`config.mk`:
```
export PLATFORM = sky130hd
export DESIGN_NAME = spm_operand_sequencer_flat
export DESIGN_NICKNAME = d
export VERILOG_FILES = /design/src/rtl/spm_pkg.sv /design/src/rtl/spm_operand_sequencer_if.sv /design/src/rtl/spm_ser_shift.sv /design/src/rtl/spm_operand_sequencer.sv /design/src/flat_wrapper.sv
export SDC_FILE = /design/constraint.sdc
export NUM_CORES = 1
export LEC_CHECK = 0
export ABC_AREA = 1
export BUFFER_PORTS_ARGS = -buffer_cell sky130_fd_sc_hd__buf_2
export CORE_MARGIN = 2
export CORE_UTILIZATION = 58
export CTS_BUF_LIST = sky130_fd_sc_hd__clkbuf_8
export CTS_CLUSTER_SIZE = 10
export DETAILED_ROUTE_END_ITERATION = 6
export GPL_TIMING_DRIVEN = 0
export PLACE_DENSITY = 0.88
export SKIP_CTS_REPAIR_TIMING = 1
export SLEW_MARGIN = 20
export SYNTH_ARGS = -nofsm -noshare
export SYNTH_HDL_FRONTEND = slang
export SYNTH_SLANG_ARGS = --single-unit
```
`constraint.sdc`:
```
create_clock -name clk -period 4.4 [get_ports clk]
set_input_delay 0.66 -clock clk [delete_from_list [all_inputs] [get_ports clk]]
set_output_delay 0.66 -clock clk [all_outputs]
set_load 0.02 [all_outputs]
```
`src/rtl/spm_pkg.sv`:
```
// Shared types and sizing helpers for the spm operand sequencer.
package spm_pkg;

  typedef enum logic [2:0] {IDLE, CLR, RUN, DRAIN, DONE} spm_seq_state_t;

  localparam int SPM_W_DEFAULT = 32;

  // Stream counter must reach 2*W+P_LAT-1 without wrapping.
  function automatic int spm_cnt_w(input int w, input int p_lat);
    return $clog2(2 * w + p_lat + 1);
  endfunction

endpackage

```
`src/rtl/spm_operand_sequencer_if.sv`:
```
// Operand-in / product-out valid/ready bundle of the spm operand sequencer.
interface spm_operand_sequencer_if import spm_pkg::*; #(
  parameter int W = SPM_W_DEFAULT
);
  logic           in_valid;
  logic           in_ready;
  logic [W-1:0]   in_x;
  logic [W-1:0]   in_y;
  logic           out_valid;
  logic           out_ready;
  logic [2*W-1:0] out_p;

  modport master (
    output in_valid, in_x, in_y, out_ready,
    input  in_ready, out_valid, out_p
  );

  modport slave (
    input  in_valid, in_x, in_y, out_ready,
    output in_ready, out_valid, out_p
  );
endinterface

```
`src/rtl/spm_ser_shift.sv`:
```
// W-bit parallel-load right shifter; the vacated MSB takes the fill bit, LSB is the serial output.
module spm_ser_shift import spm_pkg::*; #(
  parameter int W = SPM_W_DEFAULT
) (
  input  logic         clk,
  input  logic         rst,
  input  logic         load,
  input  logic         shift,
  input  logic [W-1:0] load_val,
  input  logic         fill,
  output logic         q_lsb
);
  logic [W-1:0] q_q, q_d;

  always_comb begin
    q_d = q_q;
    if (load) begin
      q_d = load_val;
    end else if (shift) begin
      q_d = {fill, q_q[W-1:1]};
    end
  end

  always_ff @(posedge clk) begin
    if (rst) begin
      q_q <= '0;
    end else begin
      q_q <= q_d;
    end
  end

  assign q_lsb = q_q[0];
endmodule

```
`src/rtl/spm_operand_sequencer.sv`:
```
// Feeds x in parallel and y serially (LSB first, 2*W bits) to an spm core and collects the product.
// Define SPM_SEQ_SIGN_EXT_EN to treat y as signed (extension bit = y MSB); otherwise y is zero-extended.
module spm_operand_sequencer import spm_pkg::*; #(
  parameter int W     = SPM_W_DEFAULT,
  parameter int P_LAT = 1
) (
  input  logic                    clk,
  input  logic                    rst,
  spm_operand_sequencer_if.slave  bus,
  output logic                    spm_rst_o,
  output logic [W-1:0]            x_o,
  output logic                    y_o,
  input  logic                    p_i
);
  localparam int PW = 2 * W;
  localparam int CW = spm_cnt_w(W, P_LAT);
  localparam logic [CW-1:0] RUN_LAST   = CW'(PW - 1);
  localparam logic [CW-1:0] DRAIN_LAST = CW'(PW + P_LAT - 1);
  localparam logic [CW-1:0] CAP_FIRST  = CW'(P_LAT);

  spm_seq_state_t state_q, state_d;
  logic [CW-1:0]  cnt_q, cnt_d;
  logic [W-1:0]   x_q, x_d;
  logic           ext_q, ext_d;
  logic           in_ready_q, in_ready_d;
  logic           spm_rst_q, spm_rst_d;
  logic           y_q, y_d;
  logic           out_valid_q, out_valid_d;
  logic [PW-1:0]  out_p_q, out_p_d;
  logic           ysh_load, ysh_shift, ysh_lsb;
  logic           accept;
  logic           ext_in;

`ifdef SPM_SEQ_SIGN_EXT_EN
  assign ext_in = bus.in_y[W-1];
`else
  assign ext_in = 1'b0;
`endif

  assign accept = (state_q == IDLE) && in_ready_q && bus.in_valid;

  spm_ser_shift #(.W(W)) u_ysh (
    .clk      (clk),
    .rst      (rst),
    .load     (ysh_load),
    .shift    (ysh_shift),
    .load_val (bus.in_y),
    .fill     (ext_q),
    .q_lsb    (ysh_lsb)
  );

  always_comb begin
    state_d  = state_q;
    cnt_d    = cnt_q;
    x_d      = x_q;
    ext_d    = ext_q;
    out_p_d  = out_p_q;
    ysh_load = 1'b0;
    unique case (state_q)
      IDLE: begin
        if (accept) begin
          x_d      = bus.in_x;
          ext_d    = ext_in;
          cnt_d    = '0;
          ysh_load = 1'b1;
          state_d  = CLR;
        end
      end
      CLR: begin
        cnt_d   = '0;
        state_d = RUN;
      end
      RUN: begin
        cnt_d = cnt_q + 1'b1;
        if (cnt_q == RUN_LAST) state_d = DRAIN;
      end
      DRAIN: begin
        cnt_d = cnt_q + 1'b1;
        if (cnt_q == DRAIN_LAST) state_d = DONE;
      end
      DONE: begin
        if (out_valid_q && bus.out_ready) state_d = IDLE;
      end
      default: state_d = IDLE;
    endcase

    // Product bit k arrives P_LAT cycles after y bit k; shift it in from the MSB end.
    if ((state_q == RUN || state_q == DRAIN) && cnt_q >= CAP_FIRST) begin
      out_p_d = {p_i, out_p_q[PW-1:1]};
    end

    // Outputs are registered, so they are decoded from the state being entered.
    ysh_shift   = (state_d == RUN);
    in_ready_d  = (state_d == IDLE);
    spm_rst_d   = (state_d == CLR);
    out_valid_d = (state_d == DONE);
    if (state_d == RUN) begin
      y_d = ysh_lsb;
    end else if (state_d == DRAIN) begin
      y_d = ext_q;
    end else begin
      y_d = 1'b0;
    end
  end

  always_ff @(posedge clk) begin
    if (rst) begin
      state_q     <= IDLE;
      cnt_q       <= '0;
      x_q         <= '0;
      ext_q       <= 1'b0;
      in_ready_q  <= 1'b0;
      spm_rst_q   <= 1'b1;
      y_q         <= 1'b0;
      out_valid_q <= 1'b0;
      out_p_q     <= '0;
    end else begin
      state_q     <= state_d;
      cnt_q       <= cnt_d;
      x_q         <= x_d;
      ext_q       <= ext_d;
      in_ready_q  <= in_ready_d;
      spm_rst_q   <= spm_rst_d;
      y_q         <= y_d;
      out_valid_q <= out_valid_d;
      out_p_q     <= out_p_d;
    end
  end

  assign bus.in_ready  = in_ready_q;
  assign bus.out_valid = out_valid_q;
  assign bus.out_p     = out_p_q;
  assign spm_rst_o     = spm_rst_q;
  assign x_o           = x_q;
  assign y_o           = y_q;
endmodule

```
`src/flat_wrapper.sv`:
```
// flat-port wrapper written by rule: the top's interface ports become plain ports
module spm_operand_sequencer_flat import spm_pkg::*;
#(
  parameter int W     = SPM_W_DEFAULT,
  parameter int P_LAT = 1
)
  (clk, rst, spm_rst_o, x_o, y_o, p_i, bus_in_valid, bus_in_x, bus_in_y, bus_out_ready, bus_in_ready, bus_out_valid, bus_out_p);
  spm_operand_sequencer_if #(.W(W)) bus_i ();
  input  logic clk;
  input  logic rst;
  output logic spm_rst_o;
  output logic [W-1:0] x_o;
  output logic y_o;
  input  logic p_i;
  input wire logic [$bits(bus_i.in_valid)-1:0] bus_in_valid;
  input wire logic [$bits(bus_i.in_x)-1:0] bus_in_x;
  input wire logic [$bits(bus_i.in_y)-1:0] bus_in_y;
  input wire logic [$bits(bus_i.out_ready)-1:0] bus_out_ready;
  output wire logic [$bits(bus_i.in_ready)-1:0] bus_in_ready;
  output wire logic [$bits(bus_i.out_valid)-1:0] bus_out_valid;
  output wire logic [$bits(bus_i.out_p)-1:0] bus_out_p;
  assign bus_i.in_valid = bus_in_valid;
  assign bus_i.in_x = bus_in_x;
  assign bus_i.in_y = bus_in_y;
  assign bus_i.out_ready = bus_out_ready;
  assign bus_in_ready = bus_i.in_ready;
  assign bus_out_valid = bus_i.out_valid;
  assign bus_out_p = bus_i.out_p;
  spm_operand_sequencer #(.W(W), .P_LAT(P_LAT)) u_core (.clk(clk), .rst(rst), .bus(bus_i), .spm_rst_o(spm_rst_o), .x_o(x_o), .y_o(y_o), .p_i(p_i));
endmodule
```
### After elaboration in Yosys (flattened, before gate mapping)

Index checks and enable logic that the tools add are counted.
Widths: inputs -> output; s select.

* muxes and demuxes: 11
* shift-type cells: 0
* reductions and logical operators: 13
* eq/ne operators: 10
* $lt $le $gt $ge: 1
* $add $sub $neg: 1
* multiply operators: 0
* divide/modulo/power cells: 0
* bitwise logic cells: 1

Operator list (count)
* $mux 32: 2
* $pmux 7 s3: 1
* $pmux 3 s5: 1
* $mux 3: 4
* $eq 3x2->1 const B: 3
* $add 7x1->7 const B: 1
* $eq 7x6->1 const B: 1
* $eq 7x7->1 const B: 1
* $ge 7x1->1 const B: 1
* $mux 7: 1
* $eq 3x1->1 const B: 2
* $eq 3x3->1 const B: 2
* $logic_not 3->1: 2
* $logic_and 1x1->1: 4
* $reduce_and 2->1: 2
* $reduce_or 2->1: 2
* $reduce_bool 3->1: 1
* $mux 1: 2
* $ne 2x1->1 const B: 1
* $reduce_bool 2->1: 1
* $logic_or 1x1->1: 1
* $not 1->1: 1

* word-level logic and storage cells: 46
* bits in registers: 142
* input bits: 69
* latch bits: 0
* memory bits (read-only): 0
* output and inout port bits: 100
* RAM bits: 0
* memories: 0

### Depth between registers and ports, before layout

Gate-level depths: netlist (run 1).

* depth in word-level cells: 8
* mapped depth: 11
* depth with buffers taken out: 10

### Cells and area by module

Synthesis (run 1) repeated with hierarchy kept, for this count alone.

* cells, all modules: 870
* area total of the unflattened synthesis: 6204.7 um^2

Modules (own cells, without submodules)
* spm_operand_sequencer: cells an instance 597, sequential area each 2202.1 um^2, instances 1, area an instance 4528.1 um^2
* spm_ser_shift: cells an instance 273, sequential area each 640.6 um^2, instances 1, area an instance 1676.6 um^2

### Worst setup path before layout (run 1)

No wires, ideal clock.

* path kind: input to register
* start point: in bus_in_valid
* end point: reg u_core.u_ysh.q_q[27]
* library setup time: 0.069 ns
* path buffers: 2
* arrival time: 1.589 ns
* stages: 10
* path slack: 2.742 ns
* path through: nand2_1 > nor2_1 > nand2_4 > inv_2 > buf_4 > buf_2 > nand2_1 > nand2_1 > nand2_1 > a21oi_2

* longest elaborated chain between the ends: 5

RTL lines
* start: declaration: line flat_wrapper.sv:15 `input wire logic [$bits(bus_i.in_valid)-1:0] bus_in_valid;`
* $logic_and 1x1->1 *: line spm_operand_sequencer.sv:40 `assign accept = (state_q == IDLE) && in_ready_q && bus.in_valid;`
* $mux 3: line spm_operand_sequencer.sv:61 `if (accept) begin`
* $pmux 3 s5: line spm_operand_sequencer.sv:59 `unique case (state_q)`
* $eq 3x2->1: line spm_operand_sequencer.sv:93 `ysh_shift = (state_d == RUN);`
* $reduce_bool 2->1 (no line)
* end signal: assignment: line spm_ser_shift.sv:28 `q_q <= q_d;`
* end: declaration: line spm_ser_shift.sv:13 `logic [W-1:0] q_q, q_d;`

Every way passes the cells marked *; elsewhere a longest branch is shown, timed or not.
A chain may end at the register's enable or synchronous reset.

### Worst setup path in the final report (run 1)

* start point: reg u_core.cnt_q[1]
* end point: reg u_core.out_p_q[51], in the netlist u_core.bus.out_p[51]

* longest elaborated chain between the ends: 2

RTL lines
* start: declaration: line spm_operand_sequencer.sv:22 `logic [CW-1:0] cnt_q, cnt_d;`
* start signal: assignment: line spm_operand_sequencer.sv:119 `cnt_q <= cnt_d;`
* $ge 7x1->1: line spm_operand_sequencer.sv:88 `if ((state_q == RUN || state_q == DRAIN) && cnt_q >= CAP_FIRST) begin`
* $logic_and 1x1->1: line spm_operand_sequencer.sv:88
* end signal: assignment: line spm_operand_sequencer.sv:126 `out_p_q <= out_p_d;`
* end: declaration: line spm_operand_sequencer.sv:29 `logic [PW-1:0] out_p_q, out_p_d;`

Every way passes these cells.

==> results of run 1 <==
## registers in the layout, indices dropped and copies added (netlist names)
name	count
u_core.bus.out_p	64
u_core.bus.in_ready	1
u_core.bus.out_valid	1
u_core.state_q	3
u_core.spm_rst_o	1
u_core.x_o	32
u_core.u_ysh.q_q	32
u_core.cnt_q	7
u_core.y_o	1
## worst max-delay path: stages, from the launching register on
cell and delay (ns):
dfxtp_1 0.40, inv_1 0.09, ha_1 0.19, nor2_1 0.10, nand3_1 0.08, o21ai_1 0.17
buf_2 0.22, clkbuf_1 0.38, a21oi_1 0.14
## final cells by class
cell class	count	area, µm²
clock inverters	15	135.1
multi-input cells	484	2370
repair buffers	168	840.8
well taps	133	166.4
flip-flops and latches	142	2843
clock buffers	17	234.0
plain buffers	52	254.0
inverters	78	292.8
fillers	749	2549
## kinds of logic (layout without fill, tap and decap cells)
group                      count (synthesis)  in the layout
adders and majority gates                  3              3
buffers and inverters                    130            330
DFF                                      142            142
AOI/OAI and AO/OA                        207            207
and+or+nand+nor                          273            273
xor gates and xnor gates                   1              1
## cells in the mapped netlist, drive strengths merged (2+ instances only)
| library cell | instances | area [µm²] |
|---|---|---|
| nand2 | 145 | 609.3 |
| o21ai | 104 | 531.8 |
| inv | 78 | 292.8 |
| dfxtp | 142 | 2843 |
| buf | 32 | 178.9 |
| nand4 | 2 | 18.77 |
| a21oi | 101 | 599.3 |
| nor3b | 3 | 22.52 |
| clkbuf | 20 | 75.07 |
| nor2 | 82 | 312.8 |
| nand3 | 40 | 210.2 |
| ha | 3 | 37.54 |
## power breakdown
group,internal (µW),total (µW),switching (µW)
clock,454,980,526
sequential,1340,1360,27.7
combinational,131,375,245
## path summary, 6_finish.rpt
| check | slack [ns] | end | startpoint | depth (start not counted) |
|---|---|---|---|---|
| setup / recovery | 2.52 | u_core.bus.out_p[51]$_SDFFE_PP0P_ | u_core.cnt_q[1]$_SDFFE_PP0P_ | 8 |
| setup reg to reg | 2.52 | u_core.bus.out_p[51]$_SDFFE_PP0P_ | u_core.cnt_q[1]$_SDFFE_PP0P_ | 8 |
| hold reg to reg | 0.44 | u_core.bus.out_p[0]$_SDFFE_PP0P_ | u_core.bus.out_p[0]$_SDFFE_PP0P_ | 2 |
| hold / removal | 0.44 | u_core.bus.out_p[0]$_SDFFE_PP0P_ | u_core.bus.out_p[0]$_SDFFE_PP0P_ | 2 |
## metal layers
layer  up-vias  global-route usage, %
li1       2796                      -
met4         0                  8.012
met2       209                  42.86
met5         -                      0
met1      2493                  33.19
met3        14                  9.755
## cell usage in the layout (no fill, tap or decap), types with 3 or more instances in the layout
cell type | netlist | final
inv_1 | 75 | 75
o21ai_0 | 79 | 79
inv_2 | 3 | 3
buf_6 | 3 | 3
o21ai_1 | 24 | 24
nand3_1 | 38 | 38
nor2_1 | 80 | 80
inv_6 | 0 | 6
nand2_1 | 121 | 121
a21oi_2 | 25 | 25
ha_1 | 3 | 3
nor3b_1 | 3 | 3
clkbuf_8 | 0 | 17
clkbuf_1 | 20 | 20
a21oi_1 | 76 | 76
buf_1 | 4 | 4
clkinv_2 | 0 | 4
buf_2 | 23 | 191
dfxtp_1 | 142 | 142
nand2_2 | 23 | 23
## stage by stage
stage	hold WS (ns)	setup WS (ns)	util, %	std cells
floorplan	0.4348	2.742	-	756
global placement	0.4332	2.331	69.87	1057
detailed placement	0.4361	2.263	69.87	1057
CTS	0.4478	2.516	73.68	1089
global route	0.4644	2.292	73.68	1089
finish	0.4446	2.515	73.68	1089
==> results_dict.tcl, run 1 <==
set metrics [dict create \
    status "finished clean" \
    place_congestion 0.8276 \
    cts_tree "built" \
    crit_path_end_kind "flip-flop" \
    hold_violations 0 \
    syn-num-nets 828 \
    dieWidth_um 103.7 \
    synthAdderAreaFrac_pct 0.6517 \
    die_y_um 103.7 \
    drtIter0Drc 339 \
    routed-wl-met3_um 1337 \
    path_class "flip-flop to flip-flop" \
    drt_pass1_iterations 6 \
    overflow 0 \
    synth_compound_area_share_pct 19.88 \
    place.port_buffers 168 \
    synth_edf_count 0 \
    yosys_warnings 0 \
    dpl_cell_area_mm2 0.006766 \
    cts_max_path_buffers 2 \
    avgSynthCellArea_um2 7.618 \
    grt_max_degree 17 \
    async_flop_share_pct 0 \
    die-area_mm2 0.01074 \
    synth_mux_area_share_pct 0 \
    design_area_mm2 0.007136 \
    core_mm2 0.009684 \
    initial_core_util_pct 59.47 \
    antenna_found_initial 1 \
    power_uw 2718 \
    rsz0062_at_grt "no" \
    worst_ep_arrival_time_ns 2.19 \
    slew_headroom_pct 54.48 \
    layout-drive-gt1-share_pct 29.92 \
    clock_sinks 142 \
    crit_required_ns 4.71 \
    rows 36 \
    hpwlAfterDp_um 10180 \
    track_usage_pct 26.49 \
    avgViaCountPerCell 5.062 \
    synth_simple_gate_area_share_pct 20.46 \
    finalNetCount 1015 \
    vias 5512 \
    period_share_pct 42.84 \
    p_leak_uw 0.003151 \
    hold_class "flip-flop to flip-flop" \
    root_buffer "clkbuf_8" \
    antenna_cells 0 \
    drc 0 \
    met2WireLength_um 6525 \
    synth_area_mm2 0.005759 \
    ir_drop_uv 227.3 \
    start_kind "flip-flop" \
    tns_ns 0 \
    htree_num_levels 4 \
    syn-instance-count 756 \
    setup_viol 0 \
    drv_cap 0 \
    synth_xor_area_share_pct 0.1521 \
    tightestPinTransition_ns 0.6828 \
    p_per_area_mw_per_mm2 380.9 \
    critPathMaxFanout 10 \
    antenna_left 0 \
    syn2layout_area_growth_pct 23.90 \
    grt_first_pass_wirelength_um 23340 \
    cts-buffers-inserted 17 \
    min_period_ns 1.885 \
    clk_pin_slew_ns 0.08 \
    timing.fmax_mhz 530.5 \
    synth_flop_cell "dfxtp_1" \
    worstSkewPairLatency_ns 0.44 \
    wl_per_cell_um 13.03 \
    yosysSeqAreaShare_pct 49.36 \
    slew_violations 0 \
    first_global_vias 5044 \
    io-pin-count 169 \
    synth_cell_types 28 \
    routed.top_layer "met4" \
    drt-met1-wl_um 6200 \
    ys_ff_latch 142 \
    wirelength_um 14190 \
    fin_skew_ns 0.01494 \
    synth_top_family_by_area "simple AND/OR/NAND/NOR gates" \
]
Note: power is estimated with default switching activity, not from simulation.
==> run 2, diff against run 1 <==
--- a/config.mk
+++ b/config.mk
@@ -8,12 +8,12 @@
 export ABC_AREA = 1
 export BUFFER_PORTS_ARGS = -buffer_cell sky130_fd_sc_hd__buf_2
 export CORE_MARGIN = 2
-export CORE_UTILIZATION = 58
+export CORE_UTILIZATION = 48
 export CTS_BUF_LIST = sky130_fd_sc_hd__clkbuf_8
 export CTS_CLUSTER_SIZE = 10
 export DETAILED_ROUTE_END_ITERATION = 6
 export GPL_TIMING_DRIVEN = 0
-export PLACE_DENSITY = 0.88
+export PLACE_DENSITY = 0.78
 export SKIP_CTS_REPAIR_TIMING = 1
 export SLEW_MARGIN = 20
 export SYNTH_ARGS = -nofsm -noshare
==> constraint.sdc (replaced) <==
create_clock -name clk -period 1.6 [get_ports clk]
set_input_delay 0.24 -clock clk [delete_from_list [all_inputs] [get_ports clk]]
set_output_delay 0.24 -clock clk [all_outputs]
set_load 0.02 [all_outputs]
==> run 2 against run 1 <==
Against the previous run:
- the run now ends with setup timing left
- final cell count increased by 2.8%
- maximum frequency grew 8.4%
- clock power increased to 2.6 times the previous value
- total power grew to 2.8 times the previous value
- register-to-register slack worse by 2.7 ns
- critical path depth up 1
- worst setup slack lost 2.7 ns
- count of clock-buffer cells in the layout grew 2
- critical path type unchanged
- critical endpoint is now u_core.bus.out_p[46]$_SDFFE_PP0P_
- largest cell class unchanged
- largest power group unchanged
- highest routed layer is now met5
==> results_dict.tcl, run 2 (synthesis results as in run 1) <==
set metrics [dict create \
    status "finished, violations left" \
    violations "setup timing" \
    fin_skew_ns 0.01465 \
    core_mm2 0.01186 \
    place_ws_ns -0.2806 \
    antenna_cells 0 \
    pwr-share-comb_pct 16.1 \
    vias 5604 \
    syn2layout_area_growth_pct 34.13 \
    clk_pin_slew_ns 0.08 \
    rows 40 \
    crit_buf_inv 3 \
    largest_reg_flops 64 \
    cts-buffers-inserted 17 \
    antenna_found_initial 1 \
    power_uw 7520 \
    wirelength_um 15130 \
    die-area_mm2 0.01289 \
    p_per_area_mw_per_mm2 973.5 \
    p_leak_uw 0.003407 \
    critPathSlowestCell "dfxtp_4" \
    first_global_vias 4896 \
    dieWidth_um 113.5 \
    die_y_um 113.5 \
    tightestPinTransition_ns 0.7020 \
    cp_top_family "compound AO/OA/AOI/OAI gates" \
    initial_core_util_pct 48.55 \
    avgViaCountPerCell 5.008 \
    io-pin-count 169 \
    grt.busiest_layer "met2" \
    finalNetCount 1031 \
    crit_required_ns 1.98 \
    p_int_uw 5420 \
    ir_drop_uv 747.7 \
    place_congestion 0.8085 \
    layout_setup_ws_ns -0.1394 \
    slew_violations 0 \
    path_cells "inv_4 -> ha_4 -> nor2_4 -> nand3_2 -> o21ai_4 -> clkbuf_16 -> clkbuf_16 -> o21ai_1 -> a21oi_1" \
    power.switching_uw 2100 \
    power_frac_seq_pct 49.9 \
    grt_first_pass_wirelength_um 22540 \
    slew_headroom_pct 53.20 \
    gr-usage-met1_pct 26.44 \
    track_usage_pct 21.61 \
    critPathMaxFanout 5 \
    setup_viol 94 \
    root_buffer "clkbuf_8" \
    drc 0 \
    dpl_cell_area_mm2 0.006784 \
    min_period_ns 1.739 \
    max_stage_delay_ns 0.38 \
    start_kind "flip-flop" \
    timing.fmax_mhz 574.9 \
    drt_pass1_iterations 5 \
    worst_ep_arrival_time_ns 2.12 \
    crit_path_end_kind "flip-flop" \
    drv_cap 0 \
    cpMostUsedCell "clkbuf_16" \
    cts_max_path_buffers 2 \
    path_class "flip-flop to flip-flop" \
    mostFrequentLayoutCell "buf_2" \
    cts_tree "built" \
    clkPwrFrac_pct 34.0 \
    final_cell_mix "buf_2 (177), dfxtp_1 (139), nand2_1 (119)" \
    hold_class "input port to flip-flop" \
    hpwlAfterDp_um 10120 \
    grt_max_degree 17 \
    design_area_mm2 0.007725 \
    met3_usage_pct 9.458 \
    period_share_pct 108.7 \
    switching_share_pct 27.93 \
    rsz0062_at_grt "yes" \
    antenna_left 0 \
    overflow 0 \
    drtIter0Drc 293 \
    met2_usage_pct 34.85 \
    place.port_buffers 168 \
    clock_sinks 142 \
    hold_violations 0 \
    layout-drive-gt1-share_pct 35.39 \
    htree_num_levels 4 \
    wl_per_cell_um 13.52 \
    worstSkewPairLatency_ns 0.45 \
]
[run 2: cell count changes in the layout (fill, tap and decap cells not counted), sizes merged]
cell,previous run,this run
buf,200,211
clkbuf,37,44
clkinv,6,5
clkinvlp,2,1
[run 2: layout make-up]
type	instances	area, µm²
clock buffers	19	261.5
inverters	78	297.8
repair buffers	184	1085
clock inverters	13	85.08
plain buffers	52	372.9
multi-input cells	484	2587
fillers	1024	4136
well taps	147	183.9
flip-flops and latches	142	2851
[run 2: path summary, 6_finish.rpt]
kind	slack [ns]	to	startpoint	cells after the start
worst max-delay path	-0.14	u_core.bus.out_p[46]$_SDFFE_PP0P_	u_core.cnt_q[1]$_SDFFE_PP0P_	9
worst min-delay path	0.04	u_core.x_o[31]$_SDFFE_PP0P_	bus_in_x[31]	3
worst max register to register	-0.14	u_core.bus.out_p[46]$_SDFFE_PP0P_	u_core.cnt_q[1]$_SDFFE_PP0P_	9
worst min register to register	0.44	u_core.bus.out_p[0]$_SDFFE_PP0P_	u_core.bus.out_p[0]$_SDFFE_PP0P_	2
[run 2: power groups by stage]
stage               sequential, µW  combinational, µW  clock [µW]
finish                        3750               1210        2560
global route                  3770               1330        2770
CTS                           3750               1030        2600
detailed placement            3830               1020           0
global placement              3830               1020           0
floorplan                     3960                558           0
[run 2: per-stage QoR]
stage | TNS (ns) | utilization (%) | cells | hold WS (ns)
finish | -5.165 | 65.13 | 1119 | 0.04123
global route | -12.94 | 65.13 | 1119 | 0.03134
CTS | -21.23 | 60.12 | 1103 | 0.02358
detailed placement | -18.86 | 57.19 | 1071 | 0.4364
global placement | -17.03 | 57.19 | 1071 | 0.4331
floorplan | 0 | - | 756 | 0.3882
[run 2: layer usage]
layer | share of wire [%] | up-vias
li1 | - | 2831
met1 | 43 | 2562
met2 | 47 | 194
met3 | 9.3 | 15
met4 | 1.0 | 2
met5 | 0.073 | -
[run 2: worst reg2reg max path: cells and delay by family, from the launching register on]
kind / cells / cell delay [ns]
buf+inv: 3 / 0.41
simple gates: 2 / 0.21
fa+ha+maj: 1 / 0.16
flops: 1 / 0.38
compound gates: 3 / 0.52
